### src/rtl/bgs_pkg.sv
// Shared types and helpers for the background-subtraction engine.
// Holds the FSM state enum, the pixel-mode encodings and the luma function.
package bgs_pkg;

    typedef enum logic [2:0] {
        S_IDLE,
        S_RD,
        S_CALC,
        S_WR,
        S_OUT
    } state_t;

    typedef enum logic [1:0] {
        M_BYPASS = 2'b00,
        M_LEARN  = 2'b01,
        M_DETECT = 2'b10
    } mode_t;

    // The spare encoding 2'b11 behaves as DETECT.
    function automatic mode_t decode_mode(input logic [1:0] m);
        unique case (m)
            2'b00:   return M_BYPASS;
            2'b01:   return M_LEARN;
            default: return M_DETECT;
        endcase
    endfunction

    // (r + 2g + b) >> 2 on zero-extended 16-bit channels; 18 bits never overflow.
    function automatic logic [17:0] luma18(
        input logic [15:0] r,
        input logic [15:0] g,
        input logic [15:0] b
    );
        logic [17:0] s;
        s = 18'(r) + (18'(g) << 1) + 18'(b);
        return s >> 2;
    endfunction

endpackage

### src/rtl/bgs_addr_counter.sv
// Frame address counter: wraps at the last pixel, forced to 0 by sof,
// and flags frame_done during the OUT cycle of the last pixel.
module bgs_addr_counter #(
    parameter int H_RES  = 640,
    parameter int V_RES  = 480,
    parameter int ADDR_W = 20
) (
    input  logic              clk,
    input  logic              rst_n,
    input  logic              i_accept,
    input  logic              i_sof,
    input  logic              i_out,
    output logic [ADDR_W-1:0] o_pix_addr,
    output logic              o_frame_done
);

    localparam int NPIX = H_RES * V_RES;
    localparam logic [ADDR_W-1:0] LAST = ADDR_W'(NPIX - 1);

    logic [ADDR_W-1:0] r_cnt;
    logic              r_last;

    assign o_pix_addr   = i_sof ? '0 : r_cnt;
    assign o_frame_done = i_out & r_last;

    // Advance past the accepted pixel and remember whether it closes the frame.
    always_ff @(posedge clk) begin
        if (!rst_n) begin
            r_cnt  <= '0;
            r_last <= 1'b0;
        end else if (i_accept) begin
            r_cnt  <= (o_pix_addr == LAST) ? '0 : o_pix_addr + ADDR_W'(1);
            r_last <= (o_pix_addr == LAST);
        end
    end

endmodule

### src/rtl/bg_sub_engine.sv
// Running-average background subtraction with an external 16-bit SRAM.
// Optional macro BGS_SELECTIVE_UPDATE_EN: foreground pixels skip write-back.
module bg_sub_engine
    import bgs_pkg::*;
#(
    parameter int PIX_W    = 10,
    parameter int H_RES    = 640,
    parameter int V_RES    = 480,
    parameter int ADDR_W   = 20,
    parameter int ALPHA_SH = 3
) (
    input  logic              clk,
    input  logic              rst_n,
    input  logic              i_valid,
    output logic              o_ready,
    input  logic              i_sof,
    input  logic [PIX_W-1:0]  i_r,
    input  logic [PIX_W-1:0]  i_g,
    input  logic [PIX_W-1:0]  i_b,
    input  logic [1:0]        i_mode,
    input  logic [PIX_W-1:0]  i_thresh,
    output logic              o_sram_req,
    input  logic              i_sram_ack,
    output logic              o_sram_we,
    output logic [ADDR_W-1:0] o_sram_addr,
    output logic [15:0]       o_sram_wdata,
    input  logic [15:0]       i_sram_rdata,
    output logic              o_valid,
    output logic              o_fg,
    output logic [PIX_W-1:0]  o_diff,
    output logic              o_frame_done,
    output logic [ADDR_W-1:0] o_fg_count
);

    localparam int SH = 16 - PIX_W;

    state_t            r_state;
    state_t            w_next;
    mode_t             r_mode;
    mode_t             w_pmode;
    logic              r_live;
    logic              w_accept;
    logic [ADDR_W-1:0] w_pix_addr;
    logic [ADDR_W-1:0] r_addr;
    logic [PIX_W-1:0]  w_y;
    logic [PIX_W-1:0]  r_y;
    logic [PIX_W-1:0]  r_b;
    logic [PIX_W-1:0]  w_diff;
    logic [PIX_W-1:0]  w_step;
    logic [PIX_W-1:0]  w_bn;
    logic              w_fg;
    logic [15:0]       r_wdata;
    logic              r_fgw;
    logic [PIX_W-1:0]  r_dfw;
    logic              r_fg;
    logic [PIX_W-1:0]  r_diff;
    logic [ADDR_W-1:0] r_fgcnt;
    logic [ADDR_W-1:0] r_fgcount;
    logic              w_fd;

    assign w_accept = (r_state == S_IDLE) & r_live & i_valid;
    assign w_pmode  = (w_pix_addr == '0) ? decode_mode(i_mode) : r_mode;
    assign w_y      = PIX_W'(luma18(16'(i_r), 16'(i_g), 16'(i_b)));
    assign w_diff   = (r_y >= r_b) ? r_y - r_b : r_b - r_y;
    assign w_step   = w_diff >> ALPHA_SH;
    assign w_bn     = (r_y >= r_b) ? r_b + w_step : r_b - w_step;
    assign w_fg     = (w_diff > i_thresh);

    assign o_sram_addr  = r_addr;
    assign o_sram_wdata = r_wdata;
    assign o_fg         = r_fg;
    assign o_diff       = r_diff;
    assign o_fg_count   = r_fgcount;
    assign o_frame_done = w_fd;

    bgs_addr_counter #(
        .H_RES  (H_RES),
        .V_RES  (V_RES),
        .ADDR_W (ADDR_W)
    ) u_addr (
        .clk          (clk),
        .rst_n        (rst_n),
        .i_accept     (w_accept),
        .i_sof        (i_sof),
        .i_out        (r_state == S_OUT),
        .o_pix_addr   (w_pix_addr),
        .o_frame_done (w_fd)
    );

    // State register.
    always_ff @(posedge clk) begin
        if (!rst_n) r_state <= S_IDLE;
        else        r_state <= w_next;
    end

    // Next-state and handshake outputs.
    always_comb begin
        w_next     = r_state;
        o_ready    = 1'b0;
        o_sram_req = 1'b0;
        o_sram_we  = 1'b0;
        o_valid    = 1'b0;
        unique case (r_state)
            S_IDLE: begin
                o_ready = r_live;
                if (w_accept) begin
                    unique case (w_pmode)
                        M_DETECT: w_next = S_RD;
                        M_LEARN:  w_next = S_WR;
                        default:  w_next = S_OUT;
                    endcase
                end
            end
            S_RD: begin
                o_sram_req = 1'b1;
                if (i_sram_ack) w_next = S_CALC;
            end
            S_CALC: begin
`ifdef BGS_SELECTIVE_UPDATE_EN
                w_next = w_fg ? S_OUT : S_WR;
`else
                w_next = S_WR;
`endif
            end
            S_WR: begin
                o_sram_req = 1'b1;
                o_sram_we  = 1'b1;
                if (i_sram_ack) w_next = S_OUT;
            end
            S_OUT: begin
                o_valid = 1'b1;
                w_next  = S_IDLE;
            end
            default: w_next = S_IDLE;
        endcase
    end

    // Pixel datapath, result registers and per-frame foreground count.
    always_ff @(posedge clk) begin
        if (!rst_n) begin
            r_live    <= 1'b0;
            r_mode    <= M_BYPASS;
            r_addr    <= '0;
            r_y       <= '0;
            r_b       <= '0;
            r_wdata   <= '0;
            r_fgw     <= 1'b0;
            r_dfw     <= '0;
            r_fg      <= 1'b0;
            r_diff    <= '0;
            r_fgcnt   <= '0;
            r_fgcount <= '0;
        end else begin
            r_live <= 1'b1;
            if (w_accept) begin
                r_y     <= w_y;
                r_addr  <= w_pix_addr;
                r_wdata <= 16'(w_y) << SH;
                r_fgw   <= 1'b0;
                r_dfw   <= '0;
                if (w_pix_addr == '0) r_mode <= w_pmode;
                if (i_sof) r_fgcnt <= '0;
            end
            if (r_state == S_RD && i_sram_ack) begin
                r_b <= PIX_W'(i_sram_rdata >> SH);
            end
            if (r_state == S_CALC) begin
                r_fgw   <= w_fg;
                r_dfw   <= w_diff;
                r_wdata <= 16'(w_bn) << SH;
            end
            if (w_next == S_OUT && r_state != S_OUT) begin
                unique case (r_state)
                    S_CALC: begin
                        r_fg   <= w_fg;
                        r_diff <= w_diff;
                    end
                    S_WR: begin
                        r_fg   <= r_fgw;
                        r_diff <= r_dfw;
                    end
                    default: begin
                        r_fg   <= 1'b0;
                        r_diff <= '0;
                    end
                endcase
            end
            if (r_state == S_OUT) begin
                if (w_fd) begin
                    r_fgcount <= r_fgcnt + ADDR_W'(r_fg);
                    r_fgcnt   <= '0;
                end else begin
                    r_fgcnt <= r_fgcnt + ADDR_W'(r_fg);
                end
            end
        end
    end

endmodule

### config.mk
export PLATFORM = sky130hd
export DESIGN_NAME = bg_sub_engine
export DESIGN_NICKNAME = d
export VERILOG_FILES = /design/src/rtl/bgs_pkg.sv /design/src/rtl/bgs_addr_counter.sv /design/src/rtl/bg_sub_engine.sv
export SDC_FILE = /design/constraint.sdc
export NUM_CORES = 1
export LEC_CHECK = 0
export BUFFER_PORTS_ARGS = -buffer_cell sky130_fd_sc_hd__clkbuf_2
export CORE_ASPECT_RATIO = 1.4
export CORE_MARGIN = 2
export CORE_UTILIZATION = 55
export CTS_BUF_LIST = sky130_fd_sc_hd__clkbuf_2
export CTS_CLUSTER_DIAMETER = 100
export CTS_CLUSTER_SIZE = 12
export DETAILED_ROUTE_END_ITERATION = 8
export GPL_TIMING_DRIVEN = 0
export PLACE_DENSITY_LB_ADDON = 0.1
export SETUP_SLACK_MARGIN = 0.4
export SLEW_MARGIN = 20
export SYNTH_ARGS = -nofsm -noshare
export SYNTH_HDL_FRONTEND = slang
export SYNTH_SLANG_ARGS = --single-unit
### constraint.sdc
create_clock -name clk -period 6 [get_ports clk]
set_clock_uncertainty 0.05 [all_clocks]
set_input_delay 1.5 -clock clk [delete_from_list [all_inputs] [get_ports clk]]
set_output_delay 1.5 -clock clk [all_outputs]
set_load 0.02 [all_outputs]
---- Word level (Yosys, flattened, before mapping) ----
Cells that the tools add are included.
storage, ports and cells
  logic and storage cells ................. 78
  register bits after elaboration ......... 139
  memory bits (read-only) ................. 0
  latch bits .............................. 0
  input bits .............................. 63
  output and inout bits ................... 72
  memories ................................ 0
  memory bits (writable) .................. 0
cells by class
  multipliers ............................. 0
  eq/ne operators ......................... 10
  div/mod/pow operators ................... 0
  $add $sub $neg .......................... 8
  $lt $le $gt $ge ......................... 2
  multiplexer cells ....................... 28
  shifts and indexed selects .............. 0
  bitwise gates (word level) .............. 3
  reduce and logical (&&, ||, !) cells .... 12
operators by type and width
  operator                                                            number
  20-bit two-way mux                                                  6
  10-bit two-way mux                                                  4
  16-bit two-way mux                                                  2
  20-bit by 1-bit adder with 20-bit output                            1
  20-bit by 1-bit adder with 20-bit output (second input constant)    1
  20-bit by 19-bit == test with 1-bit output (second input constant)  1
  20-bit logical NOT                                                  1
  10-bit one-hot mux with 2 select lines                              1
  10-bit subtractor                                                   2
  10-bit by 11-bit adder with 12-bit output                           1
  12-bit by 10-bit adder with 12-bit output                           1
  3-bit one-hot mux with 4 select lines                               1
  10-bit by 7-bit adder with 10-bit output                            1
  10-bit greater-or-equal comparator                                  1
  10-bit greater-than comparator                                      1
  10-bit by 7-bit subtractor with 10-bit output                       1
  3-bit two-way mux                                                   3
  1-bit two-way mux                                                   7
  3-bit by 2-bit == test with 1-bit output (second input constant)    2
  3-bit == test (second input constant)                               2
  3-bit one-hot mux with 2 select lines                               1
  2-bit AND reduction                                                 3
  2-bit nonzero test                                                  3
  2-bit by 1-bit == test with 1-bit output (second input constant)    2
  other kinds (11)                                                    14

---- Depth between registers and ports, before layout ----
  depth in word-level cells ............... 9
  mapped depth ............................ 24
  gate-level depth less buffers ........... 24

---- Cells and area by module ----
Synthesis repeated with hierarchy kept, for this count alone.
unflattened totals
  cells, all modules ...................... 1,047
  area total of the unflattened synthesis .. 8,670.8 µm²
by module, submodules not included
  module            seq. area each (µm²)  area an instance (µm²)  instances  cells an instance
  bg_sub_engine     2,362.3               7,317.0                 1          871
  bgs_addr_counter  420.4                 1,353.8                 1          176

---- Worst setup path after synthesis ----
OpenSTA, ideal clock, no wires.
  path kind ............................... reg2reg
  start ................................... register r_b[1]
  end ..................................... register r_wdata[15], in the netlist o_sram_wdata[15]
  slack ................................... 1.428 ns
  buffers on the path ..................... 0
  period minus slack after synthesis ...... 4.572 ns
  setup time .............................. 0.130 ns
  required time ........................... 5.820 ns
  arrival time ............................ 4.392 ns
  stages on the path, launching flop included .. 21
  cells stage by stage .................... dfxtp_1 > inv_1 > fa_1 > a21o_1 > a22o_4 > or2_4 > a221oi_2 > nand4b_4 > ha_1 > nand2_1 > nand2_1 > ha_1 > a21o_1 > a21oi_1 > o21bai_1 > a2111oi_0 > o41ai_1 > a21oi_1 > xnor2_1 > xnor2_1 > o22ai_2
between the ends
  cells in the longest elaborated chain, start to end .. 5
  elaborated cells on any way between the ends .. 8
  classes of those cells .................. 4 x add/sub; 1 x order compare; 3 x mux
RTL lines
  what                                                                                                              line                                      text
  from (decl)                                                                                                       bg_sub_engine.sv:47                       logic [PIX_W-1:0] r_b;
  from (signal assigned)                                                                                            bg_sub_engine.sv:165                      r_b <= PIX_W'(i_sram_rdata >> SH);
  10-bit subtractor / 10-bit greater-or-equal comparator (equally long branches)                                    bg_sub_engine.sv:64, bg_sub_engine.sv:66
  10-bit two-way mux                                                                                                bg_sub_engine.sv:64                       assign w_diff = (r_y >= r_b) ? r_y - r_b : r_b - r_y;
  10-bit by 7-bit subtractor with 10-bit output / 10-bit by 7-bit adder with 10-bit output (equally long branches)  bg_sub_engine.sv:66                       assign w_bn = (r_y >= r_b) ? r_b + w_step : r_b - w_step;
  10-bit two-way mux *                                                                                              bg_sub_engine.sv:66
  16-bit two-way mux *                                                                                              bg_sub_engine.sv:167                      if (r_state == S_CALC) begin
  to (signal assigned)                                                                                              bg_sub_engine.sv:158                      r_wdata <= 16'(w_y) << SH;
  to (signal assigned)                                                                                              bg_sub_engine.sv:170                      r_wdata <= 16'(w_bn) << SH;
  to (decl)                                                                                                         bg_sub_engine.sv:52                       logic [15:0] r_wdata;
Every way passes the cells marked *; elsewhere a longest branch is shown, timed or not.
A chain may end at the register's enable or synchronous reset.

---- Worst setup path in the final report ----
Same ends and word-level chain as after synthesis.

==> flow_metrics.env <==
export IMPL_worst_slack_ps=805.0
export IMPL_fill_cells=1459
export IMPL_wl_per_cell_um=16.66
export IMPL_cts_resized=0
export IMPL_cp_arrival_ps=5720
export IMPL_grt_busiest_layer="met2"
export IMPL_cts_hold_buf=0
export IMPL_report_final_slew_viol_count=0
export IMPL_die_w_um=108.8
export IMPL_fin_nets=1329
export IMPL_core_region_area_um2=15050
export IMPL_viasPerCell=5.767
export IMPL_power_total_w=0.002965
export IMPL_htree_levels=4
export IMPL_cts_clk_slew_worst_paths_ps=220
export IMPL_syn_avg_cell_area_um2=8.026
export IMPL_antenna_found_initial=2
export IMPL_io_buffer_count=122
export IMPL_rows=53
export IMPL_synth_seq_area_share=0.3289
export IMPL_gp_congestion=0.9358
export IMPL_hold_viol_final=0
export IMPL_cts_buffers=17
export IMPL_io_pins=135
export IMPL_cts_tree="yes"
export IMPL_insertion_delay_ps=690
export IMPL_synth_cell_area_um2=8459
export IMPL_status="completed"
export IMPL_p_leak_nw=3.922
export IMPL_critical_path_class="reg -> reg"
export IMPL_critPathRequiredTime_ps=6530
export IMPL_die_area_um2=16400
export IMPL_critPathLaunchType="flop"
export IMPL_grt_pass1_vias=7695
export IMPL_ys_ff_latch=139
export IMPL_dominantRegCellSynth="dfxtp_1"
export IMPL_fmax_mhz=192.5
export IMPL_grt_start_max_net_pins=17
export IMPL_dp_hpwl_um=18210
export IMPL_peakVddDrop_mv=0.2598
export IMPL_ys_async_sr_fraction=0
export IMPL_multi_input_area_um2=5207
export IMPL_max_slew_margin=0.4558
export IMPL_fin_crit_ps=5195
export IMPL_firstDrtPassIters=7
export IMPL_grtUsageTotal=0.2888
export IMPL_syn_instance_count=1054
export IMPL_ant_nets=0
export IMPL_area_delta_synth_final_pct=12.87
export IMPL_grt_overflow=0
export IMPL_worst_slew_pin_slew_ps=805.0
export IMPL_ff_latch_area_um2=2783
export IMPL_layout_worst_path_cycle_share=0.8658
export IMPL_grt_setup_unrepaired="false"
export IMPL_die_y_um=150.7
export IMPL_finalSetupTns_ps=0
export IMPL_drc_errors=0
export IMPL_cts_setup_buffers=0
export IMPL_grt_pass1_wl_um=36980
export IMPL_ys_warn_count=0
export IMPL_pre_cts_ws_ps=693.3
export IMPL_start_util=0.5620
export IMPL_synth_cell_types=82
export IMPL_cts_sinks=139
export IMPL_met1_usage=0.3176
export IMPL_cts_root_buf="clkbuf_2"
export IMPL_use_met3=0.04589
export IMPL_end_kind="flop"
export IMPL_vias=8108
export IMPL_hold_class="reg -> reg"
export IMPL_clockBufferDepth=2
export IMPL_drt_iter0_markers=538
export IMPL_power_density_nw_per_um2=310.5
export IMPL_routed_wirelength_um=23430
export IMPL_grtUsageMet2=0.5444
export IMPL_crit_fanout=7
export IMPL_drive_gt1_frac=0.1599
export IMPL_synth_edf_count=0
export IMPL_setup_violations=0
export IMPL_maxCapViolCount=0
## worst paths after layout
path	from	endpoint	slack [ps]	depth (start not counted)
setup / recovery	r_b[1]	o_sram_wdata[15]	810	21
hold / removal	o_sram_addr[15]	o_sram_addr[15]	410	2
setup reg to reg	r_b[1]	o_sram_wdata[15]	810	21
hold reg to reg	o_sram_addr[15]	o_sram_addr[15]	410	2
## per-stage QoR
step / std cells / hold WS [ps] / util / cell area [um2]
5_1_grt: 1406 / 436.9 / 0.6343 / 9548
3_5_place_dp: 1373 / 392.1 / 0.6197 / 9329
6_report: 1406 / 413.2 / 0.6343 / 9548
4_1_cts: 1405 / 415.3 / 0.6341 / 9545
3_3_place_gp: 1373 / 389.8 / 0.6197 / 9329
2_1_floorplan: 1059 / 386.3 / - / 8478
## critical path, cell delays in order (launching register included)
cell and delay [ps]:
dfxtp_1 540, inv_1 130, fa_1 450, a21o_1 220, a22o_4 280, o21ai_4 260
nand2_4 160, o21ai_1 340, inv_1 80, ha_1 290, nand2_1 60, nand2_1 80
ha_1 280, a21o_1 170, a21oi_1 220, o21bai_1 110, a2111oi_0 560, o41ai_1 160
a21oi_1 190, xnor2_1 150, xnor2_1 190, o22ai_2 90
## state kept, by name, summed over array words and instances, names as in the netlist
signal	count
r_y	10
r_mode	2
o_diff	10
u_addr.r_last	1
r_dfw	10
o_sram_addr	20
o_fg_count	20
o_fg	1
r_b	10
r_state	3
r_fgw	1
r_fgcnt	20
u_addr.r_cnt	20
r_live	1
o_sram_wdata	10
## cell usage in the layout, fill, tap and decap left out, types with 15 or more instances in the layout
cell type,instances
clkbuf_1,52
o21ai_0,40
nand3_1,41
xnor2_1,24
inv_1,48
xor2_1,17
ha_1,53
nand2b_1,16
a21oi_1,110
clkbuf_2,141
and3_1,15
nand2_1,108
a211oi_1,18
nor3_1,22
dfxtp_1,139
nor2_1,129
nor2b_1,16
a21o_1,23
## layout make-up
cell class,count,share of cell area
Inverter,49,0.01926
Multi-Input combinational cell,804,0.5454
Antenna cell,1,0.0002621
Timing Repair Buffer,122,0.06395
Clock buffer,19,0.009959
Clock inverter,13,0.01271
Tap cell,192,0.02516
Sequential cell,139,0.2914
Buffer,67,0.03184
## cell families after synthesis
group | Yosys count | synth area share
XOR/XNOR | 41 | 0.04245
buffers and inverters | 116 | 0.05768
adder cells (fa/ha/maj) | 66 | 0.1092
AO/OA/AOI/OAI | 271 | 0.2093
multiplexers | 11 | 0.01331
other | 1 | 0.0004433
AND/OR/NAND/NOR | 409 | 0.2387
flip-flops | 139 | 0.3289
## metal layers
layer,vias to the layer above,wire (um),share of wire
met5,-,0,0
met4,0,682,0.029
met3,56,1238,0.053
met2,228,12430,0.53
met1,3845,9078,0.39
li1,3979,-,-
## power by group
group          leakage, nW  internal [W]  total (W)  switching (W)
Clock                0.125      0.000155   0.000513       0.000358
Sequential            1.12      0.000960   0.000990      0.0000307
Combinational         2.67      0.000569    0.00146       0.000893
Total                 3.92       0.00168    0.00296        0.00128
## synth_stat cells (3+ instances only)
cell type	instances	area share
nand3_1	41	0.024
buf_2	6	0.0035
clkbuf_1	52	0.023
inv_1	48	0.021
a221oi_1	5	0.0052
nor3_1	22	0.013
xor2_1	17	0.018
or3_1	5	0.0037
a41oi_1	4	0.0041
mux2i_1	9	0.011
and3_1	15	0.011
o21ai_1	3	0.0018
o21a_1	7	0.0062
dfxtp_1	139	0.33
o21ai_0	41	0.024
nand2_1	108	0.048
nand4_1	9	0.0067
buf_6	3	0.0040
ha_1	53	0.078
buf_4	6	0.0053
fa_1	13	0.031
and2_1	5	0.0037
nor2b_1	16	0.012
xnor2_1	24	0.025
nor2_1	129	0.057
a32oi_1	7	0.0072
nand3b_1	14	0.012
a21o_1	23	0.020
nand2b_1	16	0.012
a22oi_1	11	0.0098
o21bai_1	3	0.0027
a211oi_1	18	0.016
a21oi_1	110	0.065
a311oi_1	3	0.0031
a31oi_1	9	0.0067
nor4_1	6	0.0044
(Power assumes the default switching activity.)
